`src/rtl/sr_latch_bank.sv`:
```
// Bank of independent clocked SR cells with selectable S=R=1 resolution,
// optional rising-edge request decode and a per-channel minimum-dwell lockout.
module sr_latch_bank #(
   parameter int unsigned CHANNELS = 4,
   parameter int unsigned MODE     = 0,
   parameter int unsigned EDGE     = 0,
   parameter int unsigned DWELL    = 3,
   parameter int unsigned CNT_W    = 8
) (
   input  logic                clk,
   input  logic                rst,
   input  logic [CHANNELS-1:0] S,
   input  logic [CHANNELS-1:0] R,
   input  logic                clear,
   output logic [CHANNELS-1:0] Q,
   output logic [CHANNELS-1:0] Qn,
   output logic [CHANNELS-1:0] locked,
   output logic [CHANNELS-1:0] changed
);

   typedef enum logic [1:0] {
      RES_RESET  = 2'd0,
      RES_SET    = 2'd1,
      RES_HOLD   = 2'd2,
      RES_TOGGLE = 2'd3
   } resolve_e;

   localparam resolve_e         C_RES   = resolve_e'(2'(MODE));
   localparam logic [CNT_W-1:0] C_DWELL = CNT_W'(DWELL);

   logic [CHANNELS-1:0] r_q;
   logic [CHANNELS-1:0] r_qn;
   logic [CHANNELS-1:0] r_locked;
   logic [CHANNELS-1:0] r_changed;
   logic [CHANNELS-1:0] r_s_d;
   logic [CHANNELS-1:0] r_r_d;
   logic [CNT_W-1:0]    r_cnt [CHANNELS];

   logic [CHANNELS-1:0] w_s_eff;
   logic [CHANNELS-1:0] w_r_eff;
   logic [CHANNELS-1:0] w_next;
   logic [CNT_W-1:0]    w_cnt_next [CHANNELS];

   // Requests seen while locked are dropped outright; r_locked mirrors r_cnt != 0.
   always_comb begin
      w_s_eff = (EDGE != 0) ? (S & ~r_s_d) : S;
      w_r_eff = (EDGE != 0) ? (R & ~r_r_d) : R;
      w_next  = r_q;
      for (int unsigned i = 0; i < CHANNELS; i++) begin
         w_cnt_next[i] = r_cnt[i];
         if (!r_locked[i]) begin
            unique case ({w_s_eff[i], w_r_eff[i]})
               2'b10: w_next[i] = 1'b1;
               2'b01: w_next[i] = 1'b0;
               2'b11: begin
                  unique case (C_RES)
                     RES_RESET:  w_next[i] = 1'b0;
                     RES_SET:    w_next[i] = 1'b1;
                     RES_HOLD:   w_next[i] = r_q[i];
                     RES_TOGGLE: w_next[i] = ~r_q[i];
                  endcase
               end
               default: w_next[i] = r_q[i];
            endcase
         end
         if (w_next[i] != r_q[i]) begin
            w_cnt_next[i] = C_DWELL;
         end else if (r_cnt[i] != '0) begin
            w_cnt_next[i] = r_cnt[i] - CNT_W'(1);
         end
      end
   end

   always_ff @(posedge clk) begin
      if (rst) begin
         r_q       <= '0;
         r_qn      <= '1;
         r_locked  <= '0;
         r_changed <= '0;
         r_s_d     <= '0;
         r_r_d     <= '0;
         for (int unsigned i = 0; i < CHANNELS; i++) begin
            r_cnt[i] <= '0;
         end
      end else begin
         r_s_d <= S;
         r_r_d <= R;
         if (clear) begin
            r_q       <= '0;
            r_qn      <= '1;
            r_locked  <= '0;
            r_changed <= r_q;
            for (int unsigned i = 0; i < CHANNELS; i++) begin
               r_cnt[i] <= '0;
            end
         end else begin
            r_q       <= w_next;
            r_qn      <= ~w_next;
            r_changed <= w_next ^ r_q;
            for (int unsigned i = 0; i < CHANNELS; i++) begin
               r_cnt[i]    <= w_cnt_next[i];
               r_locked[i] <= (w_cnt_next[i] != '0);
            end
         end
      end
   end

   assign Q       = r_q;
   assign Qn      = r_qn;
   assign locked  = r_locked;
   assign changed = r_changed;

endmodule
```
`config.mk`:
```
export PLATFORM = sky130hd
export DESIGN_NAME = sr_latch_bank
export DESIGN_NICKNAME = d
export VERILOG_FILES = /design/src/rtl/sr_latch_bank.sv
export SDC_FILE = /design/constraint.sdc
export NUM_CORES = 1
export LEC_CHECK = 0
export CAP_MARGIN = 20
export CORE_ASPECT_RATIO = 0.75
export CORE_MARGIN = 2
export CORE_UTILIZATION = 30
export CTS_BUF_LIST = sky130_fd_sc_hd__clkbuf_8
export DETAILED_ROUTE_END_ITERATION = 8
export PLACE_DENSITY = 0.46
export SETUP_SLACK_MARGIN = 0.2
export SLEW_MARGIN = 20
export SYNTH_ARGS = -nofsm -noshare
export SYNTH_HDL_FRONTEND = slang
export SYNTH_SLANG_ARGS = --single-unit
```
`constraint.sdc`:
```
create_clock -name clk -period 2.5 [get_ports clk]
set_clock_uncertainty 0.15 [all_clocks]
set_input_delay 0.375 -clock clk [delete_from_list [all_inputs] [get_ports clk]]
set_output_delay 0.375 -clock clk [all_outputs]
set_load 0.02 [all_outputs]
```
==> impl_results.md, run 1 <==
- Pre-CTS setup slack: 0.214 ns
- Max-Cap Viols: 0
- Rows: 29
- Post-synthesis compound-gate area fraction: between 10% and 20%
- Relative slew slack: roughly 64%
- Final setup fails: 0
- CP Cell Sequence: or4_4 > or3_1 > and3_1 > o221a_1 > a31oi_1
- Num CTS Buffers: 5
- Post-synthesis xor/xnor area fraction: 7.86%
- Die Area: 9690 sq um
- Minimum clock period: 2.16 ns
- Worst min path class: flip-flop to flip-flop
- Vias/cell: approximately 4.6
- FMAX: between 0.4 and 0.5 GHz
- Post-CTS Setup Inserts: 0
- Tightest Pin Transition: 0.530 ns
- Setup_tns: 0 ns
- Final worst-path cycle share: 86.5%
- #FFs+latches synth: 48
- Average cell area after synthesis: 8.88 sq um
- Post-Synth Simple-Gate Area: approximately 23%
- Final ANT Viol Nets: 0
- Initial antenna violation count: 0
- Worst IR drop on VDD: 0.000341 V
- Final layout net count: 370
- Tot Pwr: 2430 uW
- Sequential fraction of the synthesis area: 44.9%
- Failing checks: DRC
- Kind of critical path: flip-flop to flip-flop
- Yosys top cell by area: edfxtp_1
- Vias in the first global route: 1928
- Share of layout cells above drive strength 1: 7.67%
- Remaining global-route overflow: 0
- HPWL after DPL: 3.97 mm
- Adder-cell area share of the yosys netlist: 3.74%
- Prevailing post-synth register cell: edfxtp_1
- Synthesized area: between 2000 and 3000 sq um
- Crit start category: flip-flop
- Core area: between 8000 and 9000 sq um
- Clock Latency Late Sink: just over 0.3 ns
- Leak: about 0.0013 uW
- Share of the synthesized area in the top cell type: between 20 and 30%
- Fin worst setup slack: roughly 0.34 ns
- Antenna Cells: 0
- # port buffers: 26
- CTS root buf: clkbuf_8
- WL final: 5.41 mm
- Number of distinct library cells after synthesis: 49
- Syn Inst Count: 301
- Mux contribution to synthesized area: between 1.5 and 2%
- Slew Viols, Final: 0
- Largest family of logic cells by synthesized area: simple AND/OR/NAND/NOR gates
- Outcome: finished, violations left
- Initial drt markers: 91
- Detailed-route via count: 2122
- Buffer levels on the longest clock path: 2
- H-Tree Depth: 2
- # DRC: 3
- Global Route Usage Sum: 12.0%
- I/O Pins: 27
- Synth top area cells: edfxtp_1 (27%), dfxtp_1 (18%), nor2_1 (7.2%)
- Synth warn: 0
- Gpl congestion: ~0.79
- Final Hold Fails: 0
- Total clock sinks: 48
- Initial core utilization: 31.2%
- First-pass GRT wire length: 9.31 mm
- Area Growth Syn to Fin: 22.3%
- CTS tree: done
- RSZ-0062 raised after global routing: false
- Ys async rst share: 0%
- Pin count of the biggest net entering global routing: 15
- Worst EP arrival: 2.25 ns
- Power per cell area: 742 nW/um^2
- EDFF count, synth: 24
- Worst path max stage delay: 0.58 ns
- Worst Path Max Fanout: 6
- CP endpoint kind: flip-flop
- First drt pass iteration count: 6
- Worst path slowest cell: or4_4
- CTS clk-pin slew, worst paths: 0.09 ns
- Worst Path Required: about 2.6 ns
- Post-DR wirelength/cell: 11.8 um
- Fillers: 882
- Die Wd: about 110 um
- Die height: 85.8 um
area by class of cell:
cell class | count | area, sq um | area share [%]
Multi-Input combinational cell | 242 | 1450 | 44.4
Clock inverter | 3 | 15.0 | 0.459
Sequential cell | 48 | 1200 | 36.7
Tap cell | 108 | 135 | 4.13
Clock buffer | 5 | 68.8 | 2.10
Timing Repair Buffer | 35 | 328 | 10.0
Inverter | 19 | 71.3 | 2.18
final timing paths:
check / end / from / slack [ns] / depth (start not counted)
min: r_cnt[2][3] / r_cnt[2][3] / 0.37 / 2
max: locked[2] / r_cnt[2][2] / 0.34 / 5
max reg2reg: locked[2] / r_cnt[2][2] / 0.34 / 5
min reg2reg: r_cnt[2][3] / r_cnt[2][3] / 0.37 / 2
repair_timing:
| item | 4_1_cts | 5_1_grt |
|---|---|---|
| resized for setup | 0 | 4 |
| hold buffers | 0 | 0 |
| setup endpoints to repair | 0 | 3 |
cell usage in the layout (no fill, tap or decap), types with 3 or more instances in the layout:
cell type,instances
nor2_1,51
clkdlybuf4s50_1,26
dfxtp_1,24
edfxtp_1,24
conb_1,24
nand2_1,22
inv_1,20
a21oi_1,18
xnor2_1,15
nor3_1,13
o21ai_0,10
nand3_1,9
xor2_1,9
buf_4,9
ha_1,7
nand3b_1,6
o21a_1,5
clkbuf_8,5
nor2b_1,4
mux2i_1,3
or3_1,3
nor4_1,3
o221ai_1,3
a31oi_1,3
per-stage QoR:
stage                     utilization (%)  area, sq um  hold slack [ns]  instances
after floorplan                         -         2760            0.297        324
after global placement               37.0         3170            0.341        452
after detailed placement             37.0         3170            0.342        452
after CTS                            38.0         3250            0.357        460
after global routing                 38.2         3270            0.411        460
final                                38.2         3270            0.367        460
worst max-delay path, delay by kind of cell (launching register included):
family | cells | cell delay [ns]
DFF | 1 | 0.36
and+or+nand+nor | 3 | 1.23
AOI/OAI and AO/OA | 2 | 0.36
layer usage:
layer  global-route usage, %  up-vias  wire, um
li1                        -     1131         -
met1                    17.9      953      3010
met2                    16.4       30      2080
met3                    3.25        8       240
met4                    4.32        0        78
met5                       0        -         0
registers in the layout (all words and copies together), names as in the netlist:
signal / count
changed: 4
locked: 4
r_cnt: 32
Qn: 4
Q: 4
report_power, final:
group	switching, uW	internal (uW)
sequential	115	920
clock	278	191
combinational	476	445
total	870	1560
synth_stat cells (all sizes together) (2+ instances only):
cell      n
a21o      2
a21oi    18
a2bb2oi   2
a31oi     3
and3      2
buf       2
clkbuf   13
dfxtp    24
edfxtp   24
ha        8
inv      19
mux2i     3
nand2    22
nand3     9
nand3b    6
nor2     51
nor2b     4
nor3     13
nor4      3
nor4b     3
o21a      5
o21ai    10
o221a     2
o221ai    3
o32ai     2
o41ai     2
or3       3
or4b      2
xnor2    15
xor2      9
cells by family (layout without fill, tap and decap cells):
group | count (synthesis) | in the layout
adders and majority gates | 8 | 8
buffers and inverters | 34 | 62
other | 1 | 24
and+or+nand+nor | 126 | 126
DFF | 48 | 48
xor gates and xnor gates | 24 | 24
muxes | 4 | 4
AOI/OAI and AO/OA | 56 | 56
Power figures use the tool's default switching activity.
==> run 2: changes to the inputs <==
Clock period 2.5 ns to 1.9 ns, I/O delays scaled along.
==> impl_results.md, run 2 (same netlist as run 1, synthesis figures left out) <==
- First drt pass iteration count: 6 (unchanged)
- Final ANT Viol Nets: 0 (unchanged)
- Outcome: finished, violations left (unchanged)
- Worst IR drop on VDD: 0.000703 V (was 0.000341 V)
- Total clock sinks: 48 (unchanged)
- Hold_buf cts: 0 (unchanged)
- Post-DR wirelength/cell: 12.6 um (was 11.8 um)
- Failing checks: DRC, setup timing (was DRC)
- CP Cell Sequence: inv_2 > ha_4 > or4b_4 > nor4b_4 > a211o_1 > a41o_1 > a31oi_1 (was or4_4 > or3_1 > and3_1 > o221a_1 > a31oi_1)
- Final worst-path cycle share: 105% (was 86.5%)
- Comb pwr share: 50.1% (was 38.0%)
- Kind of critical path: flip-flop to flip-flop (unchanged)
- Layout Cells excl Fill: 503 (was 460)
- Crit. Startpoint: r_cnt[1][1] (was r_cnt[2][2])
- # DRC: 2 (was 3)
- Area Growth Syn to Fin: 48.5% (was 22.3%)
- Setup_tns: -0.162 ns (was 0 ns)
- Die Wd: 113 um (unchanged)
- CTS clk-pin slew, worst paths: 0.09 ns (about the same)
- Final setup fails: 4 (was 0)
- Worst reg2reg endpoint: locked[1] (was locked[2])
- Worst path slowest cell: or4b_4 (was or4_4)
- Highest Signal Layer: met4 (unchanged)
- Clock power frac: 16.0% (was 19.3%)
- Metal3 WL: 241 um (was 240 um)
- Worst Path Max Fanout: 2 (was 6)
- Reg2Reg Launch Point: r_cnt[1][1] (was r_cnt[2][2])
- Gpl congestion: 0.817 (was 0.788)
- Buffer levels on the longest clock path: 2 (unchanged)
- Antenna Cells: 0 (unchanged)
- RSZ-0062 raised after global routing: true (was false)
- Leak: 0.00168 uW (was 0.00129 uW)
- Worst min path class: flip-flop to flip-flop (unchanged)
- Remaining global-route overflow: 0 (unchanged)
- Most common cell after layout, fill and taps aside: buf_4 (was nor2_1)
- Tot Pwr: 3930 uW (was 2430 uW)
- Met1 WL: 3.32 mm (was 3.01 mm)
- Max reg flops: 32 (unchanged)
- Die Area: 9690 sq um (unchanged)
- Sw Share: 36.2% (was 35.9%)
- Minimum clock period: 1.99 ns (was 2.16 ns)
- Setup crit end: locked[1] (was locked[2])
- CP endpoint kind: flip-flop (unchanged)
- Num CTS Buffers: 5 (unchanged)
- Detailed-route via count: 2342 (was 2122)
- Core area: 8560 sq um (unchanged)
- Worst Path Required: 1.96 ns (was 2.59 ns)
- Global Route Usage Sum: 13.1% (was 12.0%)
- Worst EP arrival: 2.05 ns (was 2.25 ns)
- Pint: 2510 uW (was 1560 uW)
- Post-route design area: 3970 sq um (was 3270 sq um)
- Fin worst setup slack: -0.0904 ns (was 0.337 ns)
- Vias in the first global route: 2150 (was 1928)
- HPWL after DPL: 4.43 mm (was 3.97 mm)
- Final layout net count: 413 (was 370)
- Commonest cells after routing, fill and taps aside: buf_4 (46), nor2_1 (39), edfxtp_1 (24), conb_1 (24), dfxtp_1 (22) (was nor2_1 (51), clkdlybuf4s50_1 (26), dfxtp_1 (24), edfxtp_1 (24), conb_1 (24))
- # port buffers: 26 (unchanged)
- Worst path max stage delay: 0.47 ns (was 0.58 ns)
- Reg2Reg Setup Slack: -0.09 ns (was 0.34 ns)
- I/O Pins: 27 (unchanged)
- Final Hold Fails: 0 (unchanged)
- Die height: 85.8 um (unchanged)
- CTS root buf: clkbuf_8 (unchanged)
- Biggest register: r_cnt (unchanged)
- Crit start category: flip-flop (unchanged)
- Initial core utilization: 31.2% (unchanged)
- Initial drt markers: 96 (was 91)
- Slew Viols, Final: 0 (unchanged)
- Initial antenna violation count: 0 (unchanged)
- Clock Latency Late Sink: 0.32 ns (was 0.31 ns)
- Switching pwr: 1420 uW (was 870 uW)
- Worst reg2reg path depth: 7 (was 5)
- Inst Count DP: 480 (was 452)
- Sequential share of power: 33.9% (was 42.7%)
- H-Tree Depth: 2 (unchanged)
- Max-Cap Viols: 0 (unchanged)
- First-pass GRT wire length: 10.1 mm (was 9.31 mm)
- Vias/cell: 4.66 (was 4.61)
- Hold WS: 0.416 ns (was 0.367 ns)
- Rows: 29 (unchanged)
- Pin count of the biggest net entering global routing: 15 (unchanged)
- WL final: 6.35 mm (was 5.41 mm)
- Placed inst area: 3520 sq um (was 3170 sq um)
- FMAX: 0.502 GHz (was 0.462 GHz)
- Share of layout cells above drive strength 1: 31.9% (was 7.67%)
- Met2 WL: 2.70 mm (was 2.08 mm)
- CTS tree: done (unchanged)
- Power per cell area: 989 nW/um^2 (was 742 nW/um^2)
==> run 2: power groups by stage <==
stage                     clock network [uW]  logic (uW)  registers, uW
after floorplan                            0        1030           1350
after global placement                     0        1520           1350
after detailed placement                   0        1520           1340
after CTS                                666        1820           1320
after global routing                     688        2150           1350
final                                    630        1970           1330
==> run 2: critical path: cells and delay by family, from the launching register on <==
family | cells | cell delay (ns)
AND/OR/NAND/NOR | 2 | 0.69
buffers and inverters | 1 | 0.11
flip-flops | 1 | 0.42
AO/OA/AOI/OAI | 3 | 0.38
adder cells (fa/ha/maj) | 1 | 0.13
==> run 2: worst min path at each step <==
stage,startpoint,end,slack [ns],depth (start not counted)
floorplan,rst,changed[0],0.21,1
global placement,Q[1],changed[1],0.41,2
detailed placement,Q[1],Qn[1],0.41,1
CTS,Q[0],changed[0],0.43,2
global route,rst,changed[0],0.44,2
finish,Q[0],Qn[0],0.42,1
==> run 2: per-layer routing <==
metal,global-route usage [%],vias up
li1,-,1216
met1,18.8,1089
met2,19.5,29
met3,3.11,8
met4,4.32,0
met5,0,-
==> run 2: repair_timing <==
item                                    in CTS  in global routing
setup buffers                                8                  7
endpoints found under the setup margin      46                 38
gates resized for setup                     32                 37
pin swaps                                   19                 13
==> run 2: final cells by class <==
| class | count | area (sq um) |
|---|---|---|
| Fill cell | 813 | 4590 |
| Multi-Input combinational cell | 242 | 1800 |
| Sequential cell | 48 | 1200 |
| Timing Repair Buffer | 78 | 679 |
| Tap cell | 108 | 135 |
| Inverter | 19 | 73.8 |
| Clock buffer | 5 | 68.8 |
| Clock inverter | 3 | 12.5 |
==> run 2: through the flow <==
step / setup WS [ns] / utilization, %
final: -0.0904 / 46.4
after global routing: -0.191 / 46.4
after CTS: -0.110 / 43.8
after detailed placement: -0.145 / 41.1
after global placement: -0.134 / 41.1
after floorplan: -0.133 / -
==> run 3: changes to the inputs <==
Settings changed: PLACE_DENSITY 0.46 to 0.44.
Clock period 1.9 ns to 2 ns, I/O delays scaled along.
==> impl_results.md, run 3 (same netlist as run 1, synthesis figures left out) <==
- Outcome: finished, violations left (unchanged)
- Failing checks: DRC, setup timing (unchanged)
- FMAX: 0.494 GHz (was 0.502 GHz)
- GR Layer Usage met3: 3.32% (was 3.11%)
- Biggest register: r_cnt (unchanged)
- Inst Count DP: 480 (unchanged)
- Post-route design area: 3870 sq um (was 3970 sq um)
- Slew Viols, Final: 0 (unchanged)
- First drt pass iteration count: 6 (unchanged)
- Post-DR wirelength/cell: 12.1 um (was 12.6 um)
- Most used routing layer: met1 (was met2)
- HPWL after DPL: 4.34 mm (was 4.43 mm)
- Max-Cap Viols: 0 (unchanged)
- RSZ-0062 raised after global routing: true (unchanged)
- Worst EP arrival: 2.07 ns (was 2.05 ns)
- Buffer levels on the longest clock path: 2 (unchanged)
- Initial drt markers: 105 (was 96)
- Placed inst area: 3450 sq um (was 3520 sq um)
- Die Area: 9690 sq um (unchanged)
- Initial core utilization: 31.2% (unchanged)
- Vias in the first global route: 2030 (was 2150)
- Initial antenna violation count: 0 (unchanged)
- Remaining global-route overflow: 0 (unchanged)
- Die height: 85.8 um (unchanged)
- Clock Latency Late Sink: 0.30 ns (was 0.32 ns)
- Global Route Usage Sum: 12.8% (was 13.1%)
- First-pass GRT wire length: 9.96 mm (was 10.1 mm)
- Fillers: 841 (was 813)
- WL final: 6.09 mm (was 6.35 mm)
- Rows: 29 (unchanged)
- Core area: 8560 sq um (unchanged)
- CTS tree: done (unchanged)
- Vias/cell: 4.53 (was 4.66)
- CTS root buf: clkbuf_8 (unchanged)
- Worst IR drop on VDD: 0.000534 V (was 0.000703 V)
- Final layout net count: 412 (was 413)
- Num CTS Buffers: 5 (unchanged)
- # DRC: 3 (was 2)
- H-Tree Depth: 2 (unchanged)
- CTS clk-pin slew, worst paths: 0.09 ns (about the same)
- Layout Cells excl Fill: 502 (was 503)
- Power per cell area: 958 nW/um^2 (was 989 nW/um^2)
- Die Wd: 113 um (unchanged)
- Final ANT Viol Nets: 0 (unchanged)
- Gpl congestion: 0.756 (was 0.817)
- Worst Path Max Fanout: 2 (unchanged)
- Antenna Cells: 0 (unchanged)
- Total clock sinks: 48 (unchanged)
- # port buffers: 26 (unchanged)
- Worst min path class: flip-flop to flip-flop (unchanged)
- Grt met2 use: 17.9% (was 19.5%)
- Max reg flops: 32 (unchanged)
- Met1 Track Usage GR: 19.3% (was 18.8%)
- Final worst-path cycle share: 101% (was 105%)
- I/O Pins: 27 (unchanged)
- Most common cell after layout, fill and taps aside: buf_4 (unchanged)
- Leak: 0.00162 uW (was 0.00168 uW)
- CP endpoint kind: flip-flop (unchanged)
- Kind of critical path: flip-flop to flip-flop (unchanged)
- Crit start category: flip-flop (unchanged)
- Pin count of the biggest net entering global routing: 15 (unchanged)
- Commonest cells after routing, fill and taps aside: buf_4 (46), nor2_1 (45), edfxtp_1 (24), conb_1 (24), dfxtp_1 (22) (was buf_4 (46), nor2_1 (39), edfxtp_1 (24), conb_1 (24), dfxtp_1 (22))
- Final setup fails: 1 (was 4)
- Area Growth Syn to Fin: 44.9% (was 48.5%)
- Detailed-route via count: 2272 (was 2342)
- Setup_tns: -0.0235 ns (was -0.162 ns)
- Final Hold Fails: 0 (unchanged)
- Worst Path Required: 2.05 ns (was 1.96 ns)
- Fin worst setup slack: -0.0235 ns (was -0.0904 ns)
- Share of layout cells above drive strength 1: 26.9% (was 31.9%)
- Minimum clock period: 2.02 ns (was 1.99 ns)
- Hold WS: 0.423 ns (was 0.416 ns)
- Tot Pwr: 3710 uW (was 3930 uW)
run 3: metrics by stage:
step / setup WS, ns / util [%]
finish: -0.0235 / 45.2
global route: -0.0755 / 45.2
CTS: -0.0184 / 42.8
detailed placement: -0.160 / 40.2
global placement: -0.149 / 40.2
floorplan: -0.0333 / -
run 3: per-layer routing:
metal  wire, um  share of wire [%]  up-vias
li1           -                  -     1212
met5          0                  0        -
met2       2450                 40       29
met4         44               0.72        0
met3        225                3.7        5
met1       3370                 55     1026
run 3: report_power, final:
| group | leakage, uW | switching [uW] | internal (uW) |
|---|---|---|---|
| combinational | 0.00112 | 840 | 900 |
| clock | 0.0000593 | 344 | 367 |
| sequential | 0.000444 | 107 | 1150 |
run 3: cell type report:
| type | instances | area [sq um] | share of cell area, % |
|---|---|---|---|
| clock buffers | 5 | 68.8 | 1.78 |
| clock inverters | 3 | 38.8 | 1.00 |
| inverters | 19 | 71.3 | 1.84 |
| multi-input cells | 242 | 1700 | 43.8 |
| flip-flops and latches | 48 | 1200 | 31.1 |
| well taps | 108 | 135 | 3.49 |
| repair buffers | 77 | 661 | 17.1 |
run 3: final timing paths:
kind / end / start / slack (ns) / cells past startpoint
hold / removal: changed[1] / Q[1] / 0.42 / 2
hold reg to reg: changed[1] / Q[1] / 0.42 / 2
setup reg to reg: locked[1] / r_cnt[1][1] / -0.02 / 7
setup / recovery: locked[1] / r_cnt[1][1] / -0.02 / 7
run 3: what timing repair did:
action / CTS / global route
setup buffers: 7 / 7
gates resized for setup: 18 / 34
endpoints found under the setup margin: 37 / 37
hold buffers: 0 / 0
pin swaps: 8 / 16
cloned: 0 / 0
run 3: worst max-delay path, cell delays in order, from the launching register on:
cell and delay, ns:
edfxtp_1 0.41, inv_2 0.12, ha_4 0.13, or4b_4 0.47, nor4b_4 0.22, a211o_1 0.14
a41o_1 0.18, a31oi_1 0.09
